## config.mk

```make
export PLATFORM = sky130hd
export DESIGN_NAME = sliced_add_sequencer
export DESIGN_NICKNAME = d
export VERILOG_FILES = /design/src/rtl/sliced_add_sequencer.sv
export SDC_FILE = /design/constraint.sdc
export NUM_CORES = 1
export LEC_CHECK = 0
export BUFFER_PORTS_ARGS = -buffer_cell sky130_fd_sc_hd__buf_2
export CAP_MARGIN = 30
export CORE_UTILIZATION = 30
export CTS_CLUSTER_SIZE = 10
export DETAILED_ROUTE_END_ITERATION = 6
export SLEW_MARGIN = 30
export SYNTH_ARGS = -nofsm -noshare
export SYNTH_HDL_FRONTEND = slang
export SYNTH_SLANG_ARGS = --single-unit
export TNS_END_PERCENT = 1
```

## constraint.sdc

```tcl
create_clock -name Clk -period 2.45 [get_ports Clk]
set_input_delay 0.3675 -clock Clk [delete_from_list [all_inputs] [get_ports Clk]]
set_output_delay 0.3675 -clock Clk [all_outputs]
set_load 0.01 [all_outputs]
```

## src/rtl/sliced_add_sequencer.sv

```systemverilog
// Multi-cycle wide adder: one 4-bit slice per clock through fourbit_rp, LSB first.
// Optional subtract mode when SLICE_ADD_SUB_EN is defined (adds the `sub` input).
`timescale 1ns/1ps

module fourbit_rp (
  input  logic [3:0] a,
  input  logic [3:0] b,
  input  logic       ci,
  output logic [3:0] s,
  output logic       co
);
  logic [4:0] c;

  always_comb begin
    c[0] = ci;
    for (int i = 0; i < 4; i++) begin
      s[i]     = a[i] ^ b[i] ^ c[i];
      c[i + 1] = (a[i] & b[i]) | (c[i] & (a[i] ^ b[i]));
    end
    co = c[4];
  end
endmodule

module sliced_add_sequencer #(
  parameter int SLICES = 4
) (
  input  logic                Clk,
  input  logic                Reset_n,
  input  logic                start,
  input  logic [4*SLICES-1:0] A,
  input  logic [4*SLICES-1:0] B,
  input  logic                cin,
`ifdef SLICE_ADD_SUB_EN
  input  logic                sub,
`endif
  output logic                ready,
  output logic                done,
  output logic [4*SLICES-1:0] S,
  output logic                cout
);
  localparam int W  = 4 * SLICES;
  localparam int CW = (SLICES > 1) ? $clog2(SLICES) : 1;

  typedef enum logic [1:0] {IDLE, RUN, DONE} state_t;

  state_t          state_q, state_d;
  logic [W-1:0]    a_q, b_q;
  logic            carry_q;
  logic [CW-1:0]   cnt_q;
  logic            last_slice;
  logic [3:0]      slice_b;
  logic [3:0]      slice_s;
  logic            slice_co;
  logic            sub_q;

  // Operand copies shift right each RUN cycle, so the active slice is always bits [3:0].
  assign last_slice = (cnt_q == CW'(SLICES - 1));
  assign slice_b    = b_q[3:0] ^ {4{sub_q}};

  fourbit_rp u_slice (
    .a  (a_q[3:0]),
    .b  (slice_b),
    .ci (carry_q),
    .s  (slice_s),
    .co (slice_co)
  );

  // NOTE: every variable assigned in always_comb gets a default first so no latch is inferred.
  always_comb begin
    state_d = state_q;
    case (state_q)
      IDLE:    if (start) state_d = RUN;
      RUN:     if (last_slice) state_d = DONE;
      DONE:    state_d = IDLE;
      default: state_d = IDLE;
    endcase
  end

  // NOTE: sequential state uses non-blocking assignments so all flops update together at the edge.
  always_ff @(posedge Clk or negedge Reset_n) begin
    if (!Reset_n) begin
      state_q <= IDLE;
      ready   <= 1'b1;
      done    <= 1'b0;
      a_q     <= '0;
      b_q     <= '0;
      carry_q <= 1'b0;
      cnt_q   <= '0;
      sub_q   <= 1'b0;
      S       <= '0;
      cout    <= 1'b0;
    end else begin
      state_q <= state_d;
      ready   <= (state_d == IDLE);
      done    <= (state_d == DONE);
      case (state_q)
        IDLE: begin
          if (start) begin
            a_q   <= A;
            b_q   <= B;
            cnt_q <= '0;
            S     <= '0;
`ifdef SLICE_ADD_SUB_EN
            sub_q   <= sub;
            carry_q <= sub | cin & ~sub;
`else
            sub_q   <= 1'b0;
            carry_q <= cin;
`endif
          end
        end
        RUN: begin
          a_q     <= a_q >> 4;
          b_q     <= b_q >> 4;
          carry_q <= slice_co;
          for (int k = 0; k < SLICES; k++) begin
            if (cnt_q == CW'(k)) S[4*k +: 4] <= slice_s;
          end
          if (last_slice) begin
            cout  <= slice_co;
            cnt_q <= '0;
          end else begin
            cnt_q <= cnt_q + CW'(1);
          end
        end
        default: ;
      endcase
    end
  end
endmodule

```

==> metrics.md <==
| Metric | Value |
|---|---|
| Run status | `completed` |
| Worst path most repeated cell | `fa_1` |
| Total CTS buffers | `5` |
| Vias post-DR | `2149` |
| # nets final | `352` |
| Hold_buf cts | `0` |
| Crit-path max FO | `4` |
| Detailed-route vias per instance | `4.91` |
| Core footprint | `about 9300 um2` |
| Flops & latches, synth | `56` |
| Number of flops mapped to enable cells by yosys | `0` |
| Max-Cap Viols | `0` |
| Worst EP required | `roughly 2700 ps` |
| Clk_lat worst skew | `about 300 ps` |
| Unrepaired setup endpoints after global routing | `false` |
| Worst-Margin Slew | `slightly above 800 ps` |
| Syn_area_per_cell | `roughly 11 um2` |
| PwrDens | `~1300 nW/um2` |
| FF-to-FF End | `S[11]` |
| Fin Setup TNS | `0 ps` |
| Share of layout cells above drive strength 1 | `23.3%` |
| Area Growth Syn to Fin | `16.8%` |
| Ant. Diodes | `0` |
| Largest net degree at the start of global routing | `between 40 and 50` |
| Initial antenna violation count | `0` |
| Final worst slack | `111 ps` |
| Reg-to-Reg Start | `b_q[0]` |
| Worst min path class | `in -> async` |
| CP top delay family | `adder cells` |
| Drc violations | `0` |
| Initial DRC count | `between 100 and 150` |
| Utilization after layout | `36.5%` |
| Crit path time final | `roughly 2300 ps` |
| Reg area | `approximately 1400 um2` |
| Setup violators final | `0` |
| Clock Path Buffers | `2` |
| Routed WL | `about 6500 um` |
| Routed len/inst | `between 10 and 15 um` |
| Most frequent cells in the layout | `dfrtp_1 (54), buf_2 (54), inv_1 (35), and3b_1 (18), nor3b_1 (17)` |
| GRT Total Usage | `13.7%` |
| Critical setup path kind | `reg -> reg` |
| Fillers | `between 900 and 1000` |
| Leakage | `approximately 1.6 nW` |
| Clock Pin Slew Worst Setup and Hold Paths | `100 ps` |
| Worst setup SP type | `flop` |
| Multi-input gate area | `1240 um2` |
| Clock tree sinks | `between 50 and 60` |
| Ys Warns | `0` |
| CTS Root Cell | `clkbuf_8` |
| First-pass DRT Iterations | `6` |
| Sequential area share after synthesis | `approximately 48%` |
| Global-route wire length before repair | `approximately 11000 um` |
| Starting Density | `31.3%` |
| Hpwl dp | `around 4600 um` |
| CP peak stage delay | `450 ps` |
| Clock skew | `around 13 ps` |
| Die ar. | `between 10000 and 15000 um2` |
| Max Freq | `~0.43 GHz` |
| Total count of hold-check failures in the final report | `0` |
| Netlist cell types | `28` |
| Chip Height | `101 um` |
| Ys flop type | `dfrtp_1` |
| Asr flop ratio synth | `between 90% and 100%` |
| Reg2reg path depth | `9` |
| VDD IR max | `between 0.5 and 0.6 mV` |
| Max-slew violations | `0` |
| Synth Instances | `between 200 and 300` |
| Placed Cells | `430` |
| IO Pins | `55` |
| CTS tree | `yes` |
| Buf+Inv Stages, Crit Path | `3` |
| Port Buf Inserts | `54` |
| Grt ovf | `0` |
| CP arrival | `about 2600 ps` |
| Die width | `101 um` |
| Vias in the first global route | `2144` |
| Row count | `35` |
| Final ANT Viol Nets | `0` |
| Crit. End Element | `flop` |
| Tcrit/Tclk final | `a little over nine tenths` |
| Area of the mapped netlist | `a little under 3000 um2` |
| Synthesized Nets | `about 300` |
| Worst R2R Setup Slack | `around 110 ps` |
| CTS H-tree lvls | `2` |
| Final cell count without fillers | `438` |
| Routability cong. | `0.756` |
| Slowest cell on the critical path | `fa_1` |
| Slew headroom | `between 40% and 50%` |
| Critical-path cell list | `inv_1 -> fa_1 -> inv_1 -> fa_1 -> fa_1 -> inv_1 -> fa_1 -> nor2_4 -> a221o_1` |
| Pre-CTS setup slack | `between 4 and 5 ps` |
==> worst reg2reg max path, cell delays in order (launching register included) <==
cell     delay [ps]
dfrtp_1         370
inv_1            90
fa_1            180
inv_1            50
fa_1            380
fa_1            370
inv_1            70
fa_1            450
nor2_4          150
a221o_1         160
==> metal layers <==
metal | track usage [%] | vias to the layer above | part of all wire [%]
met5 | 0 | - | 0
met4 | 3.01 | 0 | 0.48
met3 | 2.64 | 2 | 3.7
met2 | 21.4 | 47 | 46
met1 | 19.6 | 1059 | 50
li1 | - | 1041 | -
==> synth_stat cells (2+ instances only) <==
cell	instances	area share, %
dfrtp_1	55	47
inv_1	35	4.5
and3b_1	18	5.4
nor3b_1	17	4.4
a211oi_1	16	4.1
a221o_1	16	5.5
nor4b_1	16	4.8
nor2_1	12	1.5
a222oi_1	9	3.1
nor2b_1	8	1.7
buf_2	7	1.2
clkbuf_1	7	0.90
and2_1	6	1.3
buf_6	6	2.3
a22o_1	5	1.5
fa_1	4	2.7
ha_1	4	1.7
nand2_1	4	0.51
nand3b_1	4	1.0
o221ai_1	4	1.2
buf_4	2	0.51
==> stage by stage <==
stage | hold slack (ps) | cell area [um2] | total power [W]
after floorplan | 71.9 | 2920 | 0.00313
after global placement | 405 | 3270 | 0.00357
after detailed placement | 406 | 3290 | 0.00368
after CTS | 73.0 | 3400 | 0.00430
after global routing | 99.1 | 3410 | 0.00466
final | 68.4 | 3410 | 0.00428
==> where the power goes <==
part | internal (W) | switching [W]
logic | 0.000975 | 0.00111
registers | 0.00133 | 0.000257
clock network | 0.000307 | 0.000293
total | 0.00261 | 0.00166
==> state kept, by name, summed over array words and instances, names as in the netlist <==
name	cells
S	16
state_q	2
carry_q	1
b_q	16
ready	1
a_q	16
done	1
cout	1
cnt_q	2
==> cell type report <==
class                           count  area share, %
Sequential cell                    56           41.2
Inverter                           35           3.85
Tap cell                          129           4.74
Clock inverter                      1          0.881
Clock buffer                        7           2.24
Timing Repair Buffer               62           10.6
Multi-Input combinational cell    148           36.5
==> timing repair <==
item,CTS,global route
setup buffers,0,0
endpoints found under the setup margin,4,4
gates resized for setup,1,1
==> kinds of logic (layout without fill, tap and decap cells) <==
kind of cell,Yosys count,count (layout),share of synthesized area [%]
AND/OR/NAND/NOR,86,86,20.9
buffers and inverters,58,105,9.61
flip-flops,56,56,48.1
AO/OA/AOI/OAI,53,53,16.6
adder cells (fa/ha/maj),8,8,4.46
multiplexers,1,1,0.343
==> worst max path at each step <==
stage	from	to	cells after the start
finish	b_q[0]	S[11]	9
global route	a_q[0]	S[11]	9
CTS	b_q[0]	S[11]	9
detailed placement	a_q[0]	S[3]	9
global placement	a_q[0]	S[7]	9
floorplan	a_q[0]	S[11]	9
(Power assumes the default switching activity.)
